$ cat src/rtl/flag_event_qualifier.sv
// ----------------------------------------------------------------------------
// flag_event_qualifier
//
// Destination-domain consumer of a synchronized, pulse-stretched flag. The
// flag is glitch-qualified (MIN_HIGH consecutive highs), each qualified high
// period produces exactly one event, events are queued in a saturating
// pending counter and handed downstream over a valid/ready handshake.
//
// State table (qualifier FSM)
//   state     | meaning
//   ----------+---------------------------------------------------------------
//   WAIT_LOW  | waiting for MIN_LOW consecutive low samples before re-arming;
//             | any high sample restarts the low count
//   ARMED     | counting consecutive high samples; the MIN_HIGH-th high fires
//             | one event and returns to WAIT_LOW
//
// Ports
//   clock           in   single clock, rising edge
//   reset           in   synchronous, active-high reset
//   flag_in         in   stretched flag, already synchronized to clock
//   event_valid     out  at least one event pending
//   event_ready     in   downstream accepts one event per cycle when valid
//   pending_count   out  [CNT_W-1:0] number of queued events (saturating)
//   overflow        out  sticky: an event was lost at saturation
//   clear_overflow  in   synchronous clear of overflow (a new loss wins)
//   armed           out  qualifier is in ARMED (status/debug)
// ----------------------------------------------------------------------------
module flag_event_qualifier #(
    parameter int MIN_HIGH = 4,
    parameter int MIN_LOW  = 2,
    parameter int CNT_W    = 4
) (
    input  logic             clock,
    input  logic             reset,
    input  logic             flag_in,
    output logic             event_valid,
    input  logic             event_ready,
    output logic [CNT_W-1:0] pending_count,
    output logic             overflow,
    input  logic             clear_overflow,
    output logic             armed
);

    // Sample counter must reach max(MIN_HIGH, MIN_LOW) as its incremented
    // value, so size it for that count inclusive.
    localparam int MAX_RUN = (MIN_HIGH > MIN_LOW) ? MIN_HIGH : MIN_LOW;
    localparam int SMP_W   = (MAX_RUN < 2) ? 1 : $clog2(MAX_RUN + 1);

    localparam logic [SMP_W-1:0] HIGH_TC = SMP_W'(MIN_HIGH);
    localparam logic [SMP_W-1:0] LOW_TC  = SMP_W'(MIN_LOW);
    localparam logic [CNT_W-1:0] PEND_MAX = '1;

    typedef enum logic {
        ST_WAIT_LOW = 1'b0,
        ST_ARMED    = 1'b1
    } state_t;

    state_t             state_q;
    state_t             state_d;
    logic [SMP_W-1:0]   cnt_q;
    logic [SMP_W-1:0]   cnt_d;
    logic [SMP_W-1:0]   cnt_inc;
    logic               fire;

    logic [CNT_W-1:0]   pend_q;
    logic [CNT_W-1:0]   pend_d;
    logic               ovf_q;
    logic               ovf_d;
    logic               accept;

    // ------------------------------------------------------------------
    // Qualifier FSM: state register
    // ------------------------------------------------------------------
    always_ff @(posedge clock) begin
        if (reset) begin
            // Reset lands in WAIT_LOW so a flag stuck high across reset
            // cannot produce a spurious event.
            state_q <= ST_WAIT_LOW;
            cnt_q   <= '0;
        end else begin
            state_q <= state_d;
            cnt_q   <= cnt_d;
        end
    end

    // ------------------------------------------------------------------
    // Qualifier FSM: next state, sample counter and fire strobe
    // ------------------------------------------------------------------
    assign cnt_inc = cnt_q + SMP_W'(1);

    always_comb begin
        state_d = state_q;
        cnt_d   = cnt_q;
        fire    = 1'b0;

        unique case (state_q)
            ST_ARMED: begin
                if (flag_in) begin
                    if (cnt_inc == HIGH_TC) begin
                        fire    = 1'b1;
                        state_d = ST_WAIT_LOW;
                        cnt_d   = '0;
                    end else begin
                        cnt_d = cnt_inc;
                    end
                end else begin
                    // A low sample in the middle of a high run is a glitch:
                    // qualification restarts from zero.
                    cnt_d = '0;
                end
            end
            ST_WAIT_LOW: begin
                if (!flag_in) begin
                    if (cnt_inc == LOW_TC) begin
                        state_d = ST_ARMED;
                        cnt_d   = '0;
                    end else begin
                        cnt_d = cnt_inc;
                    end
                end else begin
                    cnt_d = '0;
                end
            end
            default: begin
                state_d = ST_WAIT_LOW;
                cnt_d   = '0;
            end
        endcase
    end

    assign armed = (state_q == ST_ARMED);

    // ------------------------------------------------------------------
    // Pending event counter and sticky overflow
    // ------------------------------------------------------------------
    // Valid comes only from the registered count, so there is no
    // combinational path from event_ready back to event_valid.
    assign event_valid = (pend_q != '0);
    assign accept      = event_valid & event_ready;

    always_comb begin
        pend_d = pend_q;
        ovf_d  = ovf_q;

        if (fire && !accept) begin
            if (pend_q == PEND_MAX) begin
                ovf_d = 1'b1;
            end else begin
                pend_d = pend_q + CNT_W'(1);
            end
        end else if (!fire && accept) begin
            pend_d = pend_q - CNT_W'(1);
        end

        // A loss in the same cycle as the clear must stay visible.
        if (clear_overflow && !(fire && !accept && (pend_q == PEND_MAX))) begin
            ovf_d = 1'b0;
        end
    end

    always_ff @(posedge clock) begin
        if (reset) begin
            pend_q <= '0;
            ovf_q  <= 1'b0;
        end else begin
            pend_q <= pend_d;
            ovf_q  <= ovf_d;
        end
    end

    assign pending_count = pend_q;
    assign overflow      = ovf_q;

endmodule

$ cat config.mk
export PLATFORM = sky130hd
export DESIGN_NAME = flag_event_qualifier
export DESIGN_NICKNAME = d
export VERILOG_FILES = /design/src/rtl/flag_event_qualifier.sv
export SDC_FILE = /design/constraint.sdc
export NUM_CORES = 1
export LEC_CHECK = 0
export BUFFER_PORTS_ARGS = -buffer_cell sky130_fd_sc_hd__buf_2
export CORE_AREA = 4 4 41 43
export CTS_BUF_LIST = sky130_fd_sc_hd__clkbuf_2 sky130_fd_sc_hd__clkbuf_4 sky130_fd_sc_hd__clkbuf_8
export DETAILED_ROUTE_END_ITERATION = 10
export DIE_AREA = 0 0 45 47
export MAX_ROUTING_LAYER = met4
export PLACE_DENSITY = 0.65
export SLEW_MARGIN = 10
export SYNTH_ARGS = -nofsm -noshare
export SYNTH_HDL_FRONTEND = slang
export SYNTH_SLANG_ARGS = --single-unit
$ cat constraint.sdc
create_clock -name clock -period 5.75 [get_ports clock]
set_clock_uncertainty 0.15 [all_clocks]
set_input_delay 0 -clock clock [delete_from_list [all_inputs] [get_ports clock]]
set_output_delay 0 -clock clock [all_outputs]
set_load 0.01 [all_outputs]
==> run_results.csv, run 1 <==
group,metric,value,unit
status,run_status,"complete, no violations",
finish,num_antenna_cells,0,
die,die_area,2115,sq um
die,die_width,45,um
grt,track_usage,12.73,%
drt,finalWirelength,1096,um
timing,max_clock_freq,0.3908,GHz
drt,number_of_detailed_route_iterations_in_the_first_pass,5,
drt,route.detailed.wl_per_inst,11.78,um
finish,net_count_reported_at_finish,90,
clock_network,cts.root.buffer_cell,"sky130_fd_sc_hd__clkbuf_4",
timing,min_period_over_period,44.50,%
grt,global_route_wire_length_before_repair,1828,um
clock_network,tritoncts_num_sinks,9,
setup_path,path_class,"flip-flop to flip-flop",
timing,hold_viol_final,0,
grt,grt_antenna_before_repair,0,
finish,final_cells,93,
power_and_ir_drop,vdd_drop_max,0.2309,mV
clock_network,clockBufferDepth,2,
power_and_ir_drop,totalPowerFinal,274.7,uW
setup_path,rr_endpoint,"pending_count[3]$_SDFFE_PP0P_",
die,ioPinCount,12,
worst_hold_path,worstHoldPathType,"input port to flip-flop",
grt,via_count_of_the_first_global_routing_pass,452,
worst_hold_path,min-delay-start,"event_ready",
logic_synthesis,synth-seq-cells,9,
setup_path,worstReg2RegStart,"cnt_q[0]$_SDFF_PP0_",
setup_path,critPathRequiredTime,5.75,ns
placement,placement.io_buffers,11,
placement,gpl.final_weighted_congestion,0.7738,
logic_synthesis,netlist_area,574.3,sq um
logic_synthesis,syn-instance-count,59,
finish,most-common-layout-cells,"11 x sky130_fd_sc_hd__buf_2, 9 x sky130_fd_sc_hd__dfxtp_1, 5 x sky130_fd_sc_hd__a21oi_1, 5 x sky130_fd_sc_hd__ha_1, 5 x sky130_fd_sc_hd__dlygate4sd3_1",
flow_run,maxCapViolations,0,
worst_hold_path,hold-path-endpoint,"pending_count[1]$_SDFFE_PP0P_",
logic_synthesis,yosysSeqAreaShare,31.37,%
setup_path,r2r_cells,8,
finish,layout.cells.most_common,"sky130_fd_sc_hd__buf_2",
placement,hpwl,809.8,um
logic_synthesis,syn-num-nets,70,
drt,drt_drc_violations_left,0,
timing,setup_viol_count_final,0,
clock_network,clk_pin_slew_worst_paths,0.06,ns
die,core_area,1301,sq um
logic_synthesis,yosysUniqueCellTypes,31,
timing,fin_worst_hold_slack,0.1656,ns
clock_network,htree_levels,1,
timing,worst_slew_pin_slew,0.5127,ns
clock_network,clock_tree_from_tritoncts,"yes",
drt,route.antenna.remaining_nets,0,
timing,slew_headroom,65.82,%
timing,unrepaired_setup_endpoints_after_global_routing,"false",
drt,drtIter0Drc,5,
timing,totalNegativeSetupSlack,0,ns
setup_path,setup.reg_to_reg.worst_slack,3.19,ns
placement,numPlacedInstances,84,
die,chipHeight,47,um
grt,globalRoute.totalOverflow,0,
setup_path,kind_of_end_point_of_the_critical_path,"flip-flop",
drt,num_vias,492,
die,start_util,44.13,%
setup_path,crit_path_max_fanout,4,
logic_synthesis,synth_area_per_cell,9.734,sq um
worst_hold_path,hold_path_cells,4,
timing,min_period,2.559,ns
power_and_ir_drop,power.density,379.8,nW/um^2
die,placementRows,13,
setup_path,timing.critical_path.from_type,"flip-flop",
setup_path,cp.arrival,2.56,ns
clock_network,cts_inserted_buffers,3,
power_and_ir_drop,p_leak,0.0003234,uW
finish,area_growth_from_synthesis_to_final_layout,25.93,%
finish,drive_gt1_share,28.21,%
clock_network,number_of_setup_buffers_added_after_cts,0,
grt,grt_start_max_net_pins,12,
timing,timing.final.max_slew_violations,0,
clock_network,clock_insertion_delay_worst_skew,0.26,ns
drt,vias_per_cell,5.290,
logic_synthesis,yosys_warn_count,0,
sequential cells by signal, indices dropped and copies added, names as in the netlist:
name	flops
pending_count	4
cnt_q	3
armed	1
overflow	1
report_power, final:
part | switching (uW) | internal (uW)
clock | 22.5 | 31.5
combinational | 54.8 | 64.1
sequential | 26.1 | 75.8
worst max-delay path by stage:
stage | from | endpoint | slack, ns
5_1_grt | cnt_q[0]$_SDFF_PP0_ | pending_count[3]$_SDFFE_PP0P_ | 3.02
3_5_place_dp | cnt_q[0]$_SDFF_PP0_ | pending_count[3]$_SDFFE_PP0P_ | 3.21
6_report | cnt_q[0]$_SDFF_PP0_ | pending_count[3]$_SDFFE_PP0P_ | 3.19
2_1_floorplan | pending_count[0]$_SDFFE_PP0P_ | pending_count[3]$_SDFFE_PP0P_ | 3.29
3_3_place_gp | cnt_q[0]$_SDFF_PP0_ | pending_count[3]$_SDFFE_PP0P_ | 3.21
4_1_cts | cnt_q[0]$_SDFF_PP0_ | pending_count[3]$_SDFFE_PP0P_ | 3.19
what timing repair did:
action / CTS / global route
hold buffers: 5 / 0
gates resized for setup: 0 / 0
setup endpoints to repair: 0 / 0
endpoints found under the hold margin: 9 / 0
synthesized netlist by cell type:
library cell	instances	area, sq um
sky130_fd_sc_hd__dfxtp_1	9	180.2
sky130_fd_sc_hd__a21oi_1	5	25.02
sky130_fd_sc_hd__ha_1	5	62.56
sky130_fd_sc_hd__inv_1	3	11.26
sky130_fd_sc_hd__nor2_1	3	11.26
sky130_fd_sc_hd__nor3_1	3	15.01
sky130_fd_sc_hd__o21a_1	3	22.52
sky130_fd_sc_hd__o21ai_0	3	15.01
sky130_fd_sc_hd__nand3_1	2	10.01
sky130_fd_sc_hd__xor2_1	2	17.52
sky130_fd_sc_hd__a2111oi_0	1	8.760
sky130_fd_sc_hd__a211oi_1	1	7.510
sky130_fd_sc_hd__a21o_2	1	8.760
sky130_fd_sc_hd__and2b_1	1	7.510
sky130_fd_sc_hd__and3_2	1	7.510
sky130_fd_sc_hd__and4_2	1	10.01
sky130_fd_sc_hd__and4bb_4	1	16.27
sky130_fd_sc_hd__buf_2	1	5.000
sky130_fd_sc_hd__fa_1	1	20.02
sky130_fd_sc_hd__mux2_1	1	11.26
sky130_fd_sc_hd__mux2i_1	1	10.01
sky130_fd_sc_hd__nand2_1	1	3.750
sky130_fd_sc_hd__nand2b_1	1	6.260
sky130_fd_sc_hd__nand4_1	1	6.260
sky130_fd_sc_hd__nor2b_1	1	6.260
sky130_fd_sc_hd__o41ai_1	1	8.760
sky130_fd_sc_hd__o41ai_4	1	27.53
sky130_fd_sc_hd__or2_2	1	6.260
sky130_fd_sc_hd__or3b_1	1	8.760
sky130_fd_sc_hd__or4_2	1	8.760
sky130_fd_sc_hd__xnor2_1	1	8.760
cell families (layout without fill, tap and decap cells):
group           after synthesis  in the layout  share of synthesized area [%]
compound gates               16             16                          21.57
xor+xnor                      3              3                          4.576
fa+ha+maj                     6              6                          14.38
buf+inv                       4             23                          2.831
flops                         9              9                          31.37
mux                           2              2                          3.704
simple gates                 19             19                          21.57
layer usage:
metal | GRT usage, % | vias to the layer above | share of wire (%)
li1 | - | 255 | -
met1 | 14.81 | 221 | 46
met5 | - | - | 0
met2 | 18.93 | 14 | 45
met4 | 5.263 | 0 | 1.2
met3 | 5.747 | 2 | 7.5
cell type report:
cell class,instances,area [sq um]
Fill cell,132,578.1
Multi-Input combinational cell,46,377.9
Sequential cell,9,180.2
Timing Repair Buffer,16,105.1
Clock buffer,4,30.03
Tap cell,15,18.77
Inverter,3,11.26
metrics by stage:
step	setup slack (ns)	area (sq um)	util, %
after floorplan	3.289	574.3	-
after global routing	3.021	723.2	55.58
final	3.191	723.2	55.58
after detailed placement	3.209	643.1	49.42
after CTS	3.186	723.2	55.58
after global placement	3.210	643.1	49.42
worst max-delay path, cell delays in order (launching register included):
cell and delay (ns):
sky130_fd_sc_hd__dfxtp_1 0.39, sky130_fd_sc_hd__ha_1 0.22, sky130_fd_sc_hd__xor2_1 0.27, sky130_fd_sc_hd__nand3_1 0.20, sky130_fd_sc_hd__ha_1 0.31, sky130_fd_sc_hd__a21o_2 0.20, sky130_fd_sc_hd__a21oi_1 0.16, sky130_fd_sc_hd__mux2i_1 0.21
sky130_fd_sc_hd__mux2_1 0.33
(Power assumes the default switching activity.)
==> run 2, diff against run 1 <==
--- a/config.mk
+++ b/config.mk
@@ -11,7 +11,7 @@
 export DETAILED_ROUTE_END_ITERATION = 10
 export DIE_AREA = 0 0 45 47
 export MAX_ROUTING_LAYER = met4
-export PLACE_DENSITY = 0.65
+export PLACE_DENSITY = 0.68
 export SLEW_MARGIN = 10
 export SYNTH_ARGS = -nofsm -noshare
 export SYNTH_HDL_FRONTEND = slang
==> constraint.sdc (replaced) <==
create_clock -name clock -period 2.1 [get_ports clock]
set_clock_uncertainty 0.15 [all_clocks]
set_input_delay 0 -clock clock [delete_from_list [all_inputs] [get_ports clock]]
set_output_delay 0 -clock clock [all_outputs]
set_load 0.01 [all_outputs]
==> run_results.csv, run 2 (synthesis gave the netlist of run 1 again) <==
group,metric,value,unit
status,run_status,"complete, but fails checks",
status,failed_checks,"negative setup slack",
setup_path,cp.arrival,2.21,ns
finish,fillers,97,
worst_hold_path,hold_path_cells,6,
setup_path,worstReg2RegStart,"pending_count[2]$_SDFFE_PP0P_",
clock_network,clockBufferDepth,2,
finish,num_antenna_cells,0,
power_and_ir_drop,vdd_drop_max,0.6687,mV
setup_path,cell_at_the_slowest_stage_of_the_critical_path,"sky130_fd_sc_hd__o41ai_4",
clock_network,cts_inserted_buffers,3,
clock_network,clock_tree_from_tritoncts,"yes",
timing,slew_headroom,76.11,%
power_and_ir_drop,power.sequential.fraction,27.1,%
finish,layout.cells.most_common,"sky130_fd_sc_hd__buf_4",
clock_network,clock_insertion_delay_worst_skew,0.26,ns
power_and_ir_drop,totalPowerFinal,940.1,uW
finish,area_growth_from_synthesis_to_final_layout,61.44,%
die,start_util,44.13,%
setup_path,crit_path_max_fanout,2,
setup_path,critPathRequiredTime,2.09,ns
flow_run,maxCapViolations,0,
drt,route.antenna.remaining_nets,0,
grt,track_usage,17.21,%
setup_path,setup.reg_to_reg.worst_slack,-0.12,ns
setup_path,worstPathBufferInverterCount,0,
die,chipHeight,47,um
setup_path,cpPeakStageDelay,0.37,ns
drt,drtIter0Drc,8,
placement,placement.io_buffers,11,
setup_path,r2r_cells,7,
timing,timing.final.max_slew_violations,0,
timing,setup_viol_count_final,3,
finish,net_count_reported_at_finish,104,
placement,placement.setup.worst_slack,-0.2093,ns
timing,unrepaired_setup_endpoints_after_global_routing,"true",
finish,sequential_cell_area,191.4,sq um
setup_path,path_class,"flip-flop to flip-flop",
timing,setup_ws,-0.1214,ns
die,ioPinCount,12,
die,core_area,1301,sq um
setup_path,rr_endpoint,"pending_count[3]$_SDFFE_PP0P_",
clock_network,htree_levels,1,
worst_hold_path,worstHoldPathType,"input port to flip-flop",
power_and_ir_drop,internal_power,601.1,uW
grt,globalRoute.totalOverflow,0,
placement,hpwl,969.9,um
drt,drt_drc_violations_left,0,
placement,numPlacedInstances,96,
grt,global_route_wire_length_before_repair,2435,um
timing,worst_slew_pin_slew,0.3583,ns
die,placementRows,13,
timing,min_period_over_period,105.8,%
worst_hold_path,hold-path-endpoint,"pending_count[0]$_SDFFE_PP0P_",
grt,via_count_of_the_first_global_routing_pass,562,
grt,grt_start_max_net_pins,12,
drt,num_vias,564,
power_and_ir_drop,power.density,1014,nW/um^2
grt,grt_antenna_before_repair,0,
finish,final_util,71.25,%
finish,final_cells,107,
timing,hold_viol_final,0,
placement,gpl.final_weighted_congestion,0.8427,
setup_path,timing.critical_path.from_type,"flip-flop",
power_and_ir_drop,combPwrFrac,57.8,%
placement,area_post_placement,758.2,sq um
timing,min_period,2.221,ns
finish,drive_gt1_share,55.43,%
drt,finalWirelength,1470,um
power_and_ir_drop,power.share.switching,36.06,%
finish,most-common-layout-cells,"13 x sky130_fd_sc_hd__buf_4, 11 x sky130_fd_sc_hd__buf_2",
clock_network,cts.root.buffer_cell,"sky130_fd_sc_hd__clkbuf_4",
power_and_ir_drop,switching_power_summed_over_all_nets,339.0,uW
finish,post_route_design_area,927.1,sq um
die,die_area,2115,sq um
clock_network,tritoncts_num_sinks,9,
drt,route.detailed.wl_per_inst,13.74,um
clock_network,clk_pin_slew_worst_paths,0.06,ns
setup_path,kind_of_end_point_of_the_critical_path,"flip-flop",
finish,largest_reg_flops,4,
die,die_width,45,um
power_and_ir_drop,p_leak,0.0004091,uW
power_and_ir_drop,clkPwrFrac,15.1,%
timing,max_clock_freq,0.4502,GHz
finish,area_of_the_multi_input_gates,460.4,sq um
drt,number_of_detailed_route_iterations_in_the_first_pass,4,
drt,vias_per_cell,5.271,
setup_path,cpLargestDelayFamily,"compound AO/OA/AOI/OAI gates",
worst_hold_path,min-delay-start,"event_ready",
setup_path,worstPathCellList,"o41ai_4 -> nand3_2 -> ha_4 -> a21o_2 -> a21oi_2 -> mux2i_1 -> mux2_1",
## run 2: cell types whose count changed in the layout (fill, tap and decap cells not counted), moves of 3 or more
cell	change
sky130_fd_sc_hd__buf_4	+13
sky130_fd_sc_hd__dfxtp_1	-5
sky130_fd_sc_hd__dfxtp_2	+3
sky130_fd_sc_hd__ha_1	-3
sky130_fd_sc_hd__ha_4	+3
## run 2: how the worst max path moves through the flow
stage                     cells after the start  slack, ns                       endpoint                          start
after global routing                          7      -0.24  pending_count[3]$_SDFFE_PP0P_  pending_count[2]$_SDFFE_PP0P_
final                                         7      -0.12  pending_count[3]$_SDFFE_PP0P_  pending_count[2]$_SDFFE_PP0P_
after detailed placement                      8      -0.21  pending_count[3]$_SDFFE_PP0P_            cnt_q[1]$_SDFF_PP0_
after floorplan                               7      -0.20  pending_count[3]$_SDFFE_PP0P_  pending_count[2]$_SDFFE_PP0P_
after global placement                        8      -0.16  pending_count[3]$_SDFFE_PP0P_            cnt_q[1]$_SDFF_PP0_
after CTS                                     7      -0.12  pending_count[3]$_SDFFE_PP0P_  pending_count[0]$_SDFFE_PP0P_
## run 2: tightest hold or removal path: stages
cell and delay, ns:
sky130_fd_sc_hd__buf_2 0.11, sky130_fd_sc_hd__o41ai_4 0.05, sky130_fd_sc_hd__buf_4 0.11, sky130_fd_sc_hd__a21oi_1 0.08
sky130_fd_sc_hd__nor3_1 0.17, sky130_fd_sc_hd__nor3_1 0.06
## run 2: what timing repair did
item / 4_1_cts / 5_1_grt
resized for setup: 11 / 4
setup buffers: 3 / 0
hold endpoints to repair: 9 / 0
pin swaps: 7 / 4
hold buffers: 4 / 0
endpoints found under the setup margin: 2 / 3
## run 2: power groups by stage
| stage | clock, uW | sequential [uW] | combinational (uW) |
|---|---|---|---|
| after floorplan | 0 | 295 | 234 |
| after global placement | 0 | 254 | 444 |
| after detailed placement | 0 | 255 | 454 |
| after CTS | 149 | 256 | 502 |
| after global routing | 165 | 260 | 597 |
| final | 142 | 255 | 544 |
## run 2: routing by layer
| metal | part of all wire [%] | GRT usage (%) | up-vias | routed length (um) |
|---|---|---|---|---|
| met5 | 0 | - | - | 0 |
| met4 | 1.3 | 5.263 | 0 | 19 |
| met3 | 5.0 | 6.897 | 2 | 73 |
| met2 | 47 | 27.40 | 17 | 693 |
| met1 | 47 | 19.82 | 264 | 685 |
| li1 | - | - | 281 | - |
## run 2: final cells by class
cell class	count	share of cell area, %
well taps	15	2.024
multi-input cells	46	49.66
repair buffers	30	23.21
flip-flops and latches	9	20.65
clock buffers	4	3.239
inverters	3	1.215
## run 2: through the flow
step | hold WS (ns) | TNS, ns
floorplan | -0.04001 | -0.1961
global placement | 0.1216 | -0.1647
detailed placement | 0.1225 | -0.2606
CTS | 0.2182 | -0.1463
global route | 0.2170 | -0.5097
finish | 0.2238 | -0.2012
==> run 3, diff against run 2 <==
--- a/config.mk
+++ b/config.mk
@@ -5,11 +5,11 @@
 export SDC_FILE = /design/constraint.sdc
 export NUM_CORES = 1
 export LEC_CHECK = 0
-export BUFFER_PORTS_ARGS = -buffer_cell sky130_fd_sc_hd__buf_2
-export CORE_AREA = 4 4 41 43
+export BUFFER_PORTS_ARGS = -buffer_cell sky130_fd_sc_hd__clkbuf_2
+export CORE_AREA = 8 8 45 47
 export CTS_BUF_LIST = sky130_fd_sc_hd__clkbuf_2 sky130_fd_sc_hd__clkbuf_4 sky130_fd_sc_hd__clkbuf_8
 export DETAILED_ROUTE_END_ITERATION = 10
-export DIE_AREA = 0 0 45 47
+export DIE_AREA = 0 0 53 55
 export MAX_ROUTING_LAYER = met4
 export PLACE_DENSITY = 0.68
 export SLEW_MARGIN = 10
==> run_results.csv, run 3 (synthesis gave the netlist of run 1 again) <==
group,metric,value,unit
placement,gpl.final_weighted_congestion,0.8892,
finish,fillers,121,
finish,layout.cells.most_common,"sky130_fd_sc_hd__buf_4",
timing,hold_viol_final,0,
drt,number_of_detailed_route_iterations_in_the_first_pass,4,
worst_hold_path,worstHoldPathType,"input port to flip-flop",
drt,num_vias,555,
die,die_area,2915,sq um
clock_network,clock_tree_from_tritoncts,"yes",
finish,net_count_reported_at_finish,103,
timing,worst_slew_pin_slew,0.5637,ns
finish,drive_gt1_share,52.75,%
placement,hpwl,965.1,um
power_and_ir_drop,power.density,1031,nW/um^2
setup_path,critPathRequiredTime,2.12,ns
grt,grt_antenna_before_repair,0,
die,placementRows,14,
clock_network,tritoncts_num_sinks,9,
timing,min_period_over_period,107.6,%
power_and_ir_drop,p_leak,0.0003892,uW
timing,fin_worst_hold_slack,0.2972,ns
finish,num_antenna_cells,0,
power_and_ir_drop,vdd_drop_max,0.7525,mV
finish,sequential_cell_area,188.9,sq um
drt,route.antenna.remaining_nets,0,
die,die_width,53,um
drt,drtIter0Drc,3,
timing,min_period,2.259,ns
clock_network,cts.root.buffer_cell,"sky130_fd_sc_hd__clkbuf_4",
drt,route.detailed.wl_per_inst,12.85,um
die,start_util,41.50,%
setup_path,timing.critical_path.from_type,"flip-flop",
status,failed_checks,"negative setup slack",
drt,vias_per_cell,5.187,
timing,unrepaired_setup_endpoints_after_global_routing,"true",
power_and_ir_drop,power.sequential.fraction,27.9,%
flow_run,maxCapViolations,0,
clock_network,clock_insertion_delay_worst_skew,0.28,ns
finish,most-common-layout-cells,"12 x sky130_fd_sc_hd__buf_4, 11 x sky130_fd_sc_hd__clkbuf_2",
die,ioPinCount,12,
status,run_status,"complete, but fails checks",
die,chipHeight,55,um
power_and_ir_drop,power.share.switching,37.47,%
die,core_area,1384,sq um
clock_network,clk_pin_slew_worst_paths,0.07,ns
finish,area_of_the_multi_input_gates,434.2,sq um
power_and_ir_drop,switching_power_summed_over_all_nets,344.5,uW
timing,slew_headroom,62.42,%
placement,placement.io_buffers,11,
power_and_ir_drop,combPwrFrac,54.5,%
finish,area_growth_from_synthesis_to_final_layout,55.34,%
setup_path,cp.arrival,2.28,ns
grt,grt_start_max_net_pins,12,
timing,setup_ws,-0.1594,ns
clock_network,clockBufferDepth,2,
setup_path,path_class,"flip-flop to flip-flop",
timing,timing.final.max_slew_violations,0,
clock_network,htree_levels,1,
finish,final_util,64.47,%
timing,max_clock_freq,0.4426,GHz
power_and_ir_drop,internal_power,574.9,uW
grt,global_route_wire_length_before_repair,2484,um
grt,globalRoute.totalOverflow,0,
finish,largest_reg_flops,4,
grt,via_count_of_the_first_global_routing_pass,572,
grt,track_usage,12.10,%
clock_network,cts_inserted_buffers,3,
drt,finalWirelength,1375,um
timing,setup_viol_count_final,3,
power_and_ir_drop,clkPwrFrac,17.6,%
drt,drt_drc_violations_left,0,
setup_path,kind_of_end_point_of_the_critical_path,"flip-flop",
setup_path,crit_path_max_fanout,2,
==> run 3: through the flow <==
stage	cell area, sq um	worst slack, ns	TNS (ns)	cells	total power (uW)
2_1_floorplan	599.3	-0.1961	-0.1961	59	528.9
4_1_cts	885.9	-0.1408	-0.2637	107	923.7
5_1_grt	892.1	-0.2276	-0.6341	107	994.1
3_3_place_gp	759.5	-0.1112	-0.1112	97	702.2
6_report	892.1	-0.1594	-0.3045	107	919.4
3_5_place_dp	759.5	-0.1614	-0.1614	97	714.3
==> run 3: path summary, 6_finish.rpt <==
path	slack, ns	end	start	cells after the start
max reg2reg	-0.16	pending_count[3]$_SDFFE_PP0P_	pending_count[2]$_SDFFE_PP0P_	7
min	0.30	pending_count[2]$_SDFFE_PP0P_	event_ready	7
min reg2reg	0.43	cnt_q[0]$_SDFF_PP0_	cnt_q[0]$_SDFF_PP0_	2
max	-0.16	pending_count[3]$_SDFFE_PP0P_	pending_count[2]$_SDFFE_PP0P_	7
==> run 3: critical path, cell delays in order (launching register included) <==
cell                      delay [ns]
sky130_fd_sc_hd__dfxtp_4        0.35
sky130_fd_sc_hd__o41ai_4        0.39
sky130_fd_sc_hd__nand3_2        0.16
sky130_fd_sc_hd__ha_4           0.23
sky130_fd_sc_hd__a21o_2         0.18
sky130_fd_sc_hd__a21oi_2        0.13
sky130_fd_sc_hd__mux2i_1        0.22
sky130_fd_sc_hd__mux2_1         0.33
==> run 3: repair_timing <==
item,CTS,global route
resized for setup,6,3
hold buffers,4,0
pin swaps,6,6
setup buffers,2,0
endpoints found under the setup margin,1,3
gates cloned,0,0
endpoints found under the hold margin,8,0
==> run 3: layer usage <==
metal  wire length (um)  up-vias  global-route usage (%)
met1                602      262                   13.21
li1                   -      280                       -
met5                  0        -                       -
met2                690        9                   18.95
met4                 29        0                   7.759
met3                 53        4                   3.476
==> run 3: power groups by stage <==
stage	Clock [uW]	Sequential [uW]	Combinational, uW
global placement	0	255	447
detailed placement	0	256	458
floorplan	0	295	234
finish	162	257	501
global route	176	261	556
CTS	165	258	501
==> run 3: layout make-up <==
| class | instances | share of cell area (%) |
|---|---|---|
| inverters | 3 | 1.262 |
| multi-input cells | 46 | 48.67 |
| repair buffers | 29 | 23.28 |
| clock buffers | 4 | 3.366 |
| well taps | 16 | 2.244 |
| flip-flops and latches | 9 | 21.18 |
